`src/rtl/alu_pkg.sv`:
```
// Shared types for the ALU32 execute stage.
// Optional feature: define ALU_OVF_EN to carry a signed-overflow flag with each beat.
package alu_pkg;

    typedef enum logic [3:0] {
        ALU_AND  = 4'd0,
        ALU_OR   = 4'd1,
        ALU_XOR  = 4'd2,
        ALU_NOR  = 4'd3,
        ALU_ADD  = 4'd4,
        ALU_SUB  = 4'd5,
        ALU_SLT  = 4'd6,
        ALU_SLTU = 4'd7,
        ALU_SLL  = 4'd8,
        ALU_SRL  = 4'd9,
        ALU_SRA  = 4'd10
    } alu_op_t;

    typedef enum logic [1:0] {
        EMPTY = 2'd0,
        ONE   = 2'd1,
        FULL  = 2'd2
    } skid_state_t;

    localparam int unsigned ALU_OP_LAST = 10;

    // Per-beat flags stored alongside the result in MAIN and SKID
    typedef struct packed {
        logic zero;
        logic illegal;
`ifdef ALU_OVF_EN
        logic ovf;
`endif
    } alu_flags_t;

endpackage

```
`src/rtl/alu_core.sv`:
```
// Combinational ALU: computes every unit's result and selects one per opcode.
// Optional feature: ALU_OVF_EN adds the ovf_c output.
module alu_core
    import alu_pkg::*;
#(
    parameter int unsigned N = 32
) (
    input  logic [N-1:0] a,
    input  logic [N-1:0] b,
    input  logic [3:0]   op,
    output logic [N-1:0] y_c,
`ifdef ALU_OVF_EN
    output logic         ovf_c,
`endif
    output logic         illegal_c
);

    localparam int unsigned SHW = $clog2(N);

    logic [N-1:0]   sum;
    logic [N-1:0]   diff;
    logic [SHW-1:0] sh;
    logic           lt_s;
    logic           lt_u;

    assign sum  = a + b;
    assign diff = a - b;
    assign sh   = b[SHW-1:0];
    assign lt_s = $signed(a) < $signed(b);
    assign lt_u = a < b;

    // Result select; codes above ALU_OP_LAST yield zero and flag illegal
    always_comb begin
        y_c       = '0;
        illegal_c = 1'b0;
        case (alu_op_t'(op))
            ALU_AND:  y_c = a & b;
            ALU_OR:   y_c = a | b;
            ALU_XOR:  y_c = a ^ b;
            ALU_NOR:  y_c = ~(a | b);
            ALU_ADD:  y_c = sum;
            ALU_SUB:  y_c = diff;
            ALU_SLT:  y_c = N'(lt_s);
            ALU_SLTU: y_c = N'(lt_u);
            ALU_SLL:  y_c = a << sh;
            ALU_SRL:  y_c = a >> sh;
            ALU_SRA:  y_c = N'($signed(a) >>> sh);
            default:  illegal_c = 1'b1;
        endcase
    end

`ifdef ALU_OVF_EN
    // Signed overflow: result sign disagrees with what the operand signs imply
    always_comb begin
        ovf_c = 1'b0;
        case (alu_op_t'(op))
            ALU_ADD: ovf_c = (a[N-1] == b[N-1]) && (sum[N-1]  != a[N-1]);
            ALU_SUB: ovf_c = (a[N-1] != b[N-1]) && (diff[N-1] != a[N-1]);
            default: ovf_c = 1'b0;
        endcase
    end
`endif

endmodule

```
`src/rtl/alu_exec_stage.sv`:
```
// Registered ALU32 execute stage with valid/ready handshake and a 2-entry skid buffer.
// Optional feature: ALU_OVF_EN adds the out_ovf port and its storage.
module alu_exec_stage
    import alu_pkg::*;
#(
    parameter int unsigned N = 32
) (
    input  logic         clk,
    input  logic         rst_n,
    input  logic         in_valid,
    output logic         in_ready,
    input  logic [N-1:0] in_a,
    input  logic [N-1:0] in_b,
    input  logic [3:0]   in_op,
    output logic         out_valid,
    input  logic         out_ready,
    output logic [N-1:0] out_y,
    output logic         out_zero,
`ifdef ALU_OVF_EN
    output logic         out_ovf,
`endif
    output logic         out_illegal
);

    logic [N-1:0] core_y;
    logic         core_illegal;
    alu_flags_t   core_flags;

    skid_state_t  state_q, state_d;
    logic         in_ready_q, in_ready_d;
    logic         out_valid_q, out_valid_d;
    logic [N-1:0] main_y_q, main_y_d;
    alu_flags_t   main_f_q, main_f_d;
    logic [N-1:0] skid_y_q, skid_y_d;
    alu_flags_t   skid_f_q, skid_f_d;

    logic         accept;
    logic         drain;

    alu_core #(.N(N)) u_core (
        .a         (in_a),
        .b         (in_b),
        .op        (in_op),
        .y_c       (core_y),
`ifdef ALU_OVF_EN
        .ovf_c     (core_flags.ovf),
`endif
        .illegal_c (core_illegal)
    );

    // Pack flags of the incoming beat; zero is taken from the result that gets stored
    always_comb begin
        core_flags.zero    = (core_y == '0);
        core_flags.illegal = core_illegal;
    end

    assign accept = in_valid && in_ready_q;
    assign drain  = out_valid_q && out_ready;

    // Skid FSM next state and MAIN/SKID load selection
    always_comb begin
        state_d  = state_q;
        main_y_d = main_y_q;
        main_f_d = main_f_q;
        skid_y_d = skid_y_q;
        skid_f_d = skid_f_q;
        case (state_q)
            EMPTY: begin
                if (accept) begin
                    main_y_d = core_y;
                    main_f_d = core_flags;
                    state_d  = ONE;
                end
            end
            ONE: begin
                if (accept && !drain) begin
                    skid_y_d = core_y;
                    skid_f_d = core_flags;
                    state_d  = FULL;
                end else if (accept && drain) begin
                    main_y_d = core_y;
                    main_f_d = core_flags;
                end else if (drain) begin
                    state_d  = EMPTY;
                end
            end
            FULL: begin
                if (drain) begin
                    main_y_d = skid_y_q;
                    main_f_d = skid_f_q;
                    state_d  = ONE;
                end
            end
            default: state_d = EMPTY;
        endcase
        out_valid_d = (state_d != EMPTY);
        in_ready_d  = (state_d != FULL);
    end

    // State, handshake and payload registers
    always_ff @(posedge clk or negedge rst_n) begin
        if (!rst_n) begin
            state_q     <= EMPTY;
            in_ready_q  <= 1'b1;
            out_valid_q <= 1'b0;
            main_y_q    <= '0;
            main_f_q    <= '0;
            skid_y_q    <= '0;
            skid_f_q    <= '0;
        end else begin
            state_q     <= state_d;
            in_ready_q  <= in_ready_d;
            out_valid_q <= out_valid_d;
            main_y_q    <= main_y_d;
            main_f_q    <= main_f_d;
            skid_y_q    <= skid_y_d;
            skid_f_q    <= skid_f_d;
        end
    end

    assign in_ready    = in_ready_q;
    assign out_valid   = out_valid_q;
    assign out_y       = main_y_q;
    assign out_zero    = main_f_q.zero;
    assign out_illegal = main_f_q.illegal;
`ifdef ALU_OVF_EN
    assign out_ovf     = main_f_q.ovf;
`endif

endmodule
```
`config.mk`:
```
export PLATFORM = sky130hd
export DESIGN_NAME = alu_exec_stage
export DESIGN_NICKNAME = d
export VERILOG_FILES = /design/src/rtl/alu_pkg.sv /design/src/rtl/alu_core.sv /design/src/rtl/alu_exec_stage.sv
export SDC_FILE = /design/constraint.sdc
export NUM_CORES = 1
export LEC_CHECK = 0
export CAP_MARGIN = 20
export CORE_ASPECT_RATIO = 0.5
export CORE_MARGIN = 2
export CORE_UTILIZATION = 55
export CTS_CLUSTER_DIAMETER = 30
export CTS_CLUSTER_SIZE = 10
export DETAILED_ROUTE_END_ITERATION = 10
export GPL_ROUTABILITY_DRIVEN = 1
export PLACE_DENSITY = 0.87
export SYNTH_ARGS = -nofsm -noshare
export SYNTH_HDL_FRONTEND = slang
export SYNTH_HIERARCHICAL = 1
export SYNTH_SLANG_ARGS = --single-unit
```
`constraint.sdc`:
```
create_clock -name clk -period 2.6 [get_ports clk]
set_clock_uncertainty 0.2 [all_clocks]
set_input_delay 0.26 -clock clk [delete_from_list [all_inputs] [get_ports clk]]
set_output_delay 0.26 -clock clk [all_outputs]
set_load 0.01 [all_outputs]
```
==> reports/results.ini, run 1 <==
[placed_design]
dpl.hpwl_um=45700
place.gp.congestion=1.20
portBuffers=107

[die]
start_util_pct=56.2
die_h_um=109
ios=108
fp-row-count=38
die-width_um=215

[clock_network]
cts_root_buf=clkbuf_16
htreeDepth=3
cts_sinks=72
clockBufferDepth=2
cts_buffers=9

[yosys]
yosysWarnings=6
synth-edff-count=0
synth_seq_cells=72
yosys.area_share.xor_xnor_pct=0.502
synthSimpleGateAreaFrac_pct=16.8
synth_top_family_by_area=compound AO/OA/AOI/OAI gates
seq_area_frac_synth_pct=14.8
ys.flop_type=dfrtp_1
netlist_area_sq_um=12200
synth_mux_area_share_pct=17.7
yosys.area.top_type=dfrtp_1
synthAdderAreaFrac_pct=10.6
synth_area_leaders=dfrtp_1 15%, ha_1 10%, mux2i_1 8.0%, a21oi_1 7.9%, nor2_1 6.2%
async_flop_share_pct=100
syn_area_per_cell_sq_um=7.51
syn_inst=1626
ys_types=89
syn_nets=1800
synth_compound_area_share_pct=31.3
yosys.area.top_type_share_pct=14.5

[global_routing]
grt_pass1_wl_um=147000
grt_pass1_vias=22800
grt_max_degree=78
grt_usage_pct=83.2
grt.overflow.total=140

[run_status]
firstError=[ERROR GRT-0116] Global routing finished with congestion. Check the congestion regions in the DRC Viewer.
status=aborted with a tool error
stop_stage=global routing (5_1_grt)

## stage by stage
stage	instances	area [sq um]	setup WS, ns
4_1_cts	2527	20200	-1.20
3_5_place_dp	2419	17100	-2.29
3_3_place_gp	2419	17100	-1.88
2_1_floorplan	1626	12500	-1.30
## cells in the mapped netlist, drive strengths merged, types with 7 or more instances
cell type and count:
o31ai 18, a21oi 193, inv 106, o21ai 135
ha 100, nor2b 10, nor3 18, nand4 14
a221o 10, mux2 44, mux2i 98, nand2b 14
a211oi 27, o221ai 14, o22ai 20, mux4 26
o21bai 17, buf 49, nand2 116, nor4 21
a221oi 16, dfrtp 71, a22oi 12, nand3 26
a21o 14, xnor2 7, clkbuf 72, and2 8
o21a 7, o211ai 30, a31oi 19, nor2 203
## per-layer routing
metal	GRT usage, %	GRT overflow
met5	58.5	0
met4	83.6	51
met3	73.8	9
met2	97.3	74
met1	80.5	6
## timing repair
action                                 4_1_cts
endpoints found under the hold margin       31
setup buffers                              103
setup endpoints to repair                   66
resized for setup                          613
hold buffers                                 1
cloned                                       2
pin swaps                                  156
## kinds of logic after synthesis
| family | count (synthesis) |
|---|---|
| AOI/OAI and AO/OA | 594 |
| and+or+nand+nor | 456 |
| buffers and inverters | 227 |
| muxes | 168 |
| adders and majority gates | 102 |
| DFF | 72 |
| xor gates and xnor gates | 7 |
==> run 2, diff against run 1 <==
--- a/config.mk
+++ b/config.mk
@@ -6,14 +6,11 @@
 export NUM_CORES = 1
 export LEC_CHECK = 0
 export CAP_MARGIN = 20
-export CORE_ASPECT_RATIO = 0.5
 export CORE_MARGIN = 2
-export CORE_UTILIZATION = 55
-export CTS_CLUSTER_DIAMETER = 30
-export CTS_CLUSTER_SIZE = 10
+export CORE_UTILIZATION = 40
 export DETAILED_ROUTE_END_ITERATION = 10
 export GPL_ROUTABILITY_DRIVEN = 1
-export PLACE_DENSITY = 0.87
+export PLACE_DENSITY_LB_ADDON = 0.15
 export SYNTH_ARGS = -nofsm -noshare
 export SYNTH_HDL_FRONTEND = slang
 export SYNTH_HIERARCHICAL = 1
==> run 2 against run 1 <==
Against the previous run: the flow now finishes, with violations (negative setup slack); synthesized cell count stayed put; area after synthesis did not move.
==> reports/results.ini, run 2 <==
[placed_design]
place_area_sq_um=17600
post-place-cells=2558
dpl.hpwl_um=46800
place.gp.congestion=1.01
portBuffers=107

[yosys]
synthTopCellsByCount=203 x nor2_1, 193 x a21oi_1, 122 x o21ai_0, 115 x nand2_1, 103 x inv_1
yosys.area.top_type_share_pct=14.5
seq_area_frac_synth_pct=14.8
async_flop_share_pct=100
ys_types=89
synth-edff-count=0
syn_area_per_cell_sq_um=7.51
yosys.area.top_type=dfrtp_1
synth_area_leaders=dfrtp_1 15%, ha_1 10%, mux2i_1 8.0%, a21oi_1 7.9%, nor2_1 6.2%
yosysWarnings=6
ys.flop_type=dfrtp_1
syn_inst=1626
syn_nets=1800
synth_seq_cells=72
netlist_area_sq_um=12200
yosysMostFrequentCell=nor2_1

[critical_path]
worstRegToRegCells=4
crit_required_ns=2.66
r2r_end=skid_y_q[2]
cp_top_family=compound AO/OA/AOI/OAI gates
slowest_stage=a2111o_1
r2r-start=state_q[1]
critPathKind=primary input to flop
path_cells=buf_8, clkinvlp_4, ha_4, nor4_4, o21ai_2, a32oi_4, a31oi_4, a2111o_1, buf_6, o31ai_4, o32ai_1, a311o_1, nor4_2, nand4_1, o311ai_2, o21a_1
cpPeakStageDelay_ns=0.45
crit_path_max_fanout=4
regToRegSetupSlack_ns=0.70
worst-path-buf-inv=3
critPathLaunchType=primary input
cp-end-kind=flop
arrival_ns=3.81

[sta]
fin_crit_ns=3.76
rsz0062_at_grt=true
slew_headroom_pct=37.3
worstMarginPinSlew_ns=0.940
tns_ns=-33.43
finalWorstSetupSlack_ns=-1.16
finalHoldViolations=0
hold_slack_ns=0.305
max_freq_mhz=266
finalCritPeriodShare_pct=144
setup_viol=66
slew_violations=0

[worst_hold_path]
hp-class=flop to flop
holdPathStages=2
worstHoldStart=skid_f_q[1]
worstHoldEndpoint=skid_f_q[1]

[clock_network]
clockBufferDepth=2
cts_tree=yes
cts_buffers=9
htreeDepth=3
cts_sinks=72
cts_root_buf=clkbuf_16
worstSkewPairLatency_ns=0.32
cts.clk_slew.worst_paths_ns=0.05

[route]
routedWlPerCell_um=22.6
drc=0
drt_first_pass_iters=6
viasPerCell=5.99
routed_wl_um=60600
ant_nets=0
drtIter0Drc=1403
vias=16100

[pwr]
total_power_mw=9.76
powerDensity_nw_per_um2=457
leakagePower_nw=9.40
peakVddDrop_mv=0.524

[run_status]
status=finished, violations left
failed_checks=negative setup slack

[cells_and_area]
final_cell_mix=570 x buf_4, 170 x nor2_1, 132 x a21oi_1
n_fill_cell=2356
syn_to_final_growth_pct=74.7
num_antenna_cells=0
post_layout_nonfiller_instances=2683
final_common_cell=buf_4
layout.nets=2462
fin_area_sq_um=21300
layout-drive-gt1-share_pct=49.8

[die]
die-width_um=179
die_h_um=179
core_area_sq_um=29900
ios=108
start_util_pct=40.9
die_area_sq_um=31900
fp-row-count=63

[flow_run]
max_cap_violations=0

[global_routing]
grt_usage_pct=36.6
antenna_found_initial=0
grt_pass1_wl_um=89200
grt_max_degree=78
grt.overflow.total=0
grt_pass1_vias=15400

[run 2: through the flow]
step	setup WS, ns	utilization, %
floorplan	-1.30	-
global placement	-2.15	58.9
detailed placement	-2.25	58.9
CTS	-1.30	66.1
global route	-1.31	71.4
finish	-1.16	71.4
[run 2: final cells by class]
| class | instances | area [sq um] | share of cell area, % |
|---|---|---|---|
| clock buffer | 12 | 236 | 1.11 |
| tap | 390 | 488 | 2.29 |
| sequential | 72 | 1800 | 8.45 |
| multi-input combinational | 1327 | 11800 | 55.1 |
| timing repair buffer | 772 | 6590 | 30.9 |
| clock inverter | 4 | 47.5 | 0.223 |
| inverter | 106 | 419 | 1.96 |
[run 2: worst reg2reg max path, stage by stage (launching register included)]
cell,delay (ns)
dfrtp_1,0.48
and3b_2,0.28
nand2_4,0.22
buf_12,0.24
mux2_2,0.36
[run 2: worst max path at each step]
stage | startpoint | to | cells after the start
3_5_place_dp | in_a[0] | out_zero | 16
5_1_grt | in_b[3] | out_zero | 16
6_report | in_b[3] | out_zero | 16
3_3_place_gp | in_a[0] | out_zero | 16
2_1_floorplan | in_b[2] | out_zero | 19
4_1_cts | in_b[3] | out_zero | 15
[run 2: cell families after synthesis]
family                     synth area share (%)
xor gates and xnor gates                  0.502
AOI/OAI and AO/OA                          31.3
buffers and inverters                      8.37
adders and majority gates                  10.6
and+or+nand+nor                            16.8
DFF                                        14.8
muxes                                      17.7
[run 2: metal layers]
layer	track usage [%]	share of wire, %
met1	46.7	40
met3	5.22	7.7
met2	61.8	46
met4	15.6	5.9
met5	0	0
[run 2: where the power goes]
group | leakage (nW) | total, mW | internal (mW) | switching, mW
Clock | 0.137 | 1.20 | 0.741 | 0.455
Sequential | 0.858 | 2.02 | 1.68 | 0.332
Combinational | 8.41 | 6.55 | 3.38 | 3.16
[run 2: what timing repair did]
action / 4_1_cts / 5_1_grt
buffers inserted: 72 / 62
gates resized for setup: 370 / 294
hold buffers: 1 / 0
gates cloned: 2 / 1
endpoints found under the setup margin: 66 / 66
hold endpoints to repair: 71 / 0
pin swaps: 93 / 117
Power figures use the tool's default switching activity.
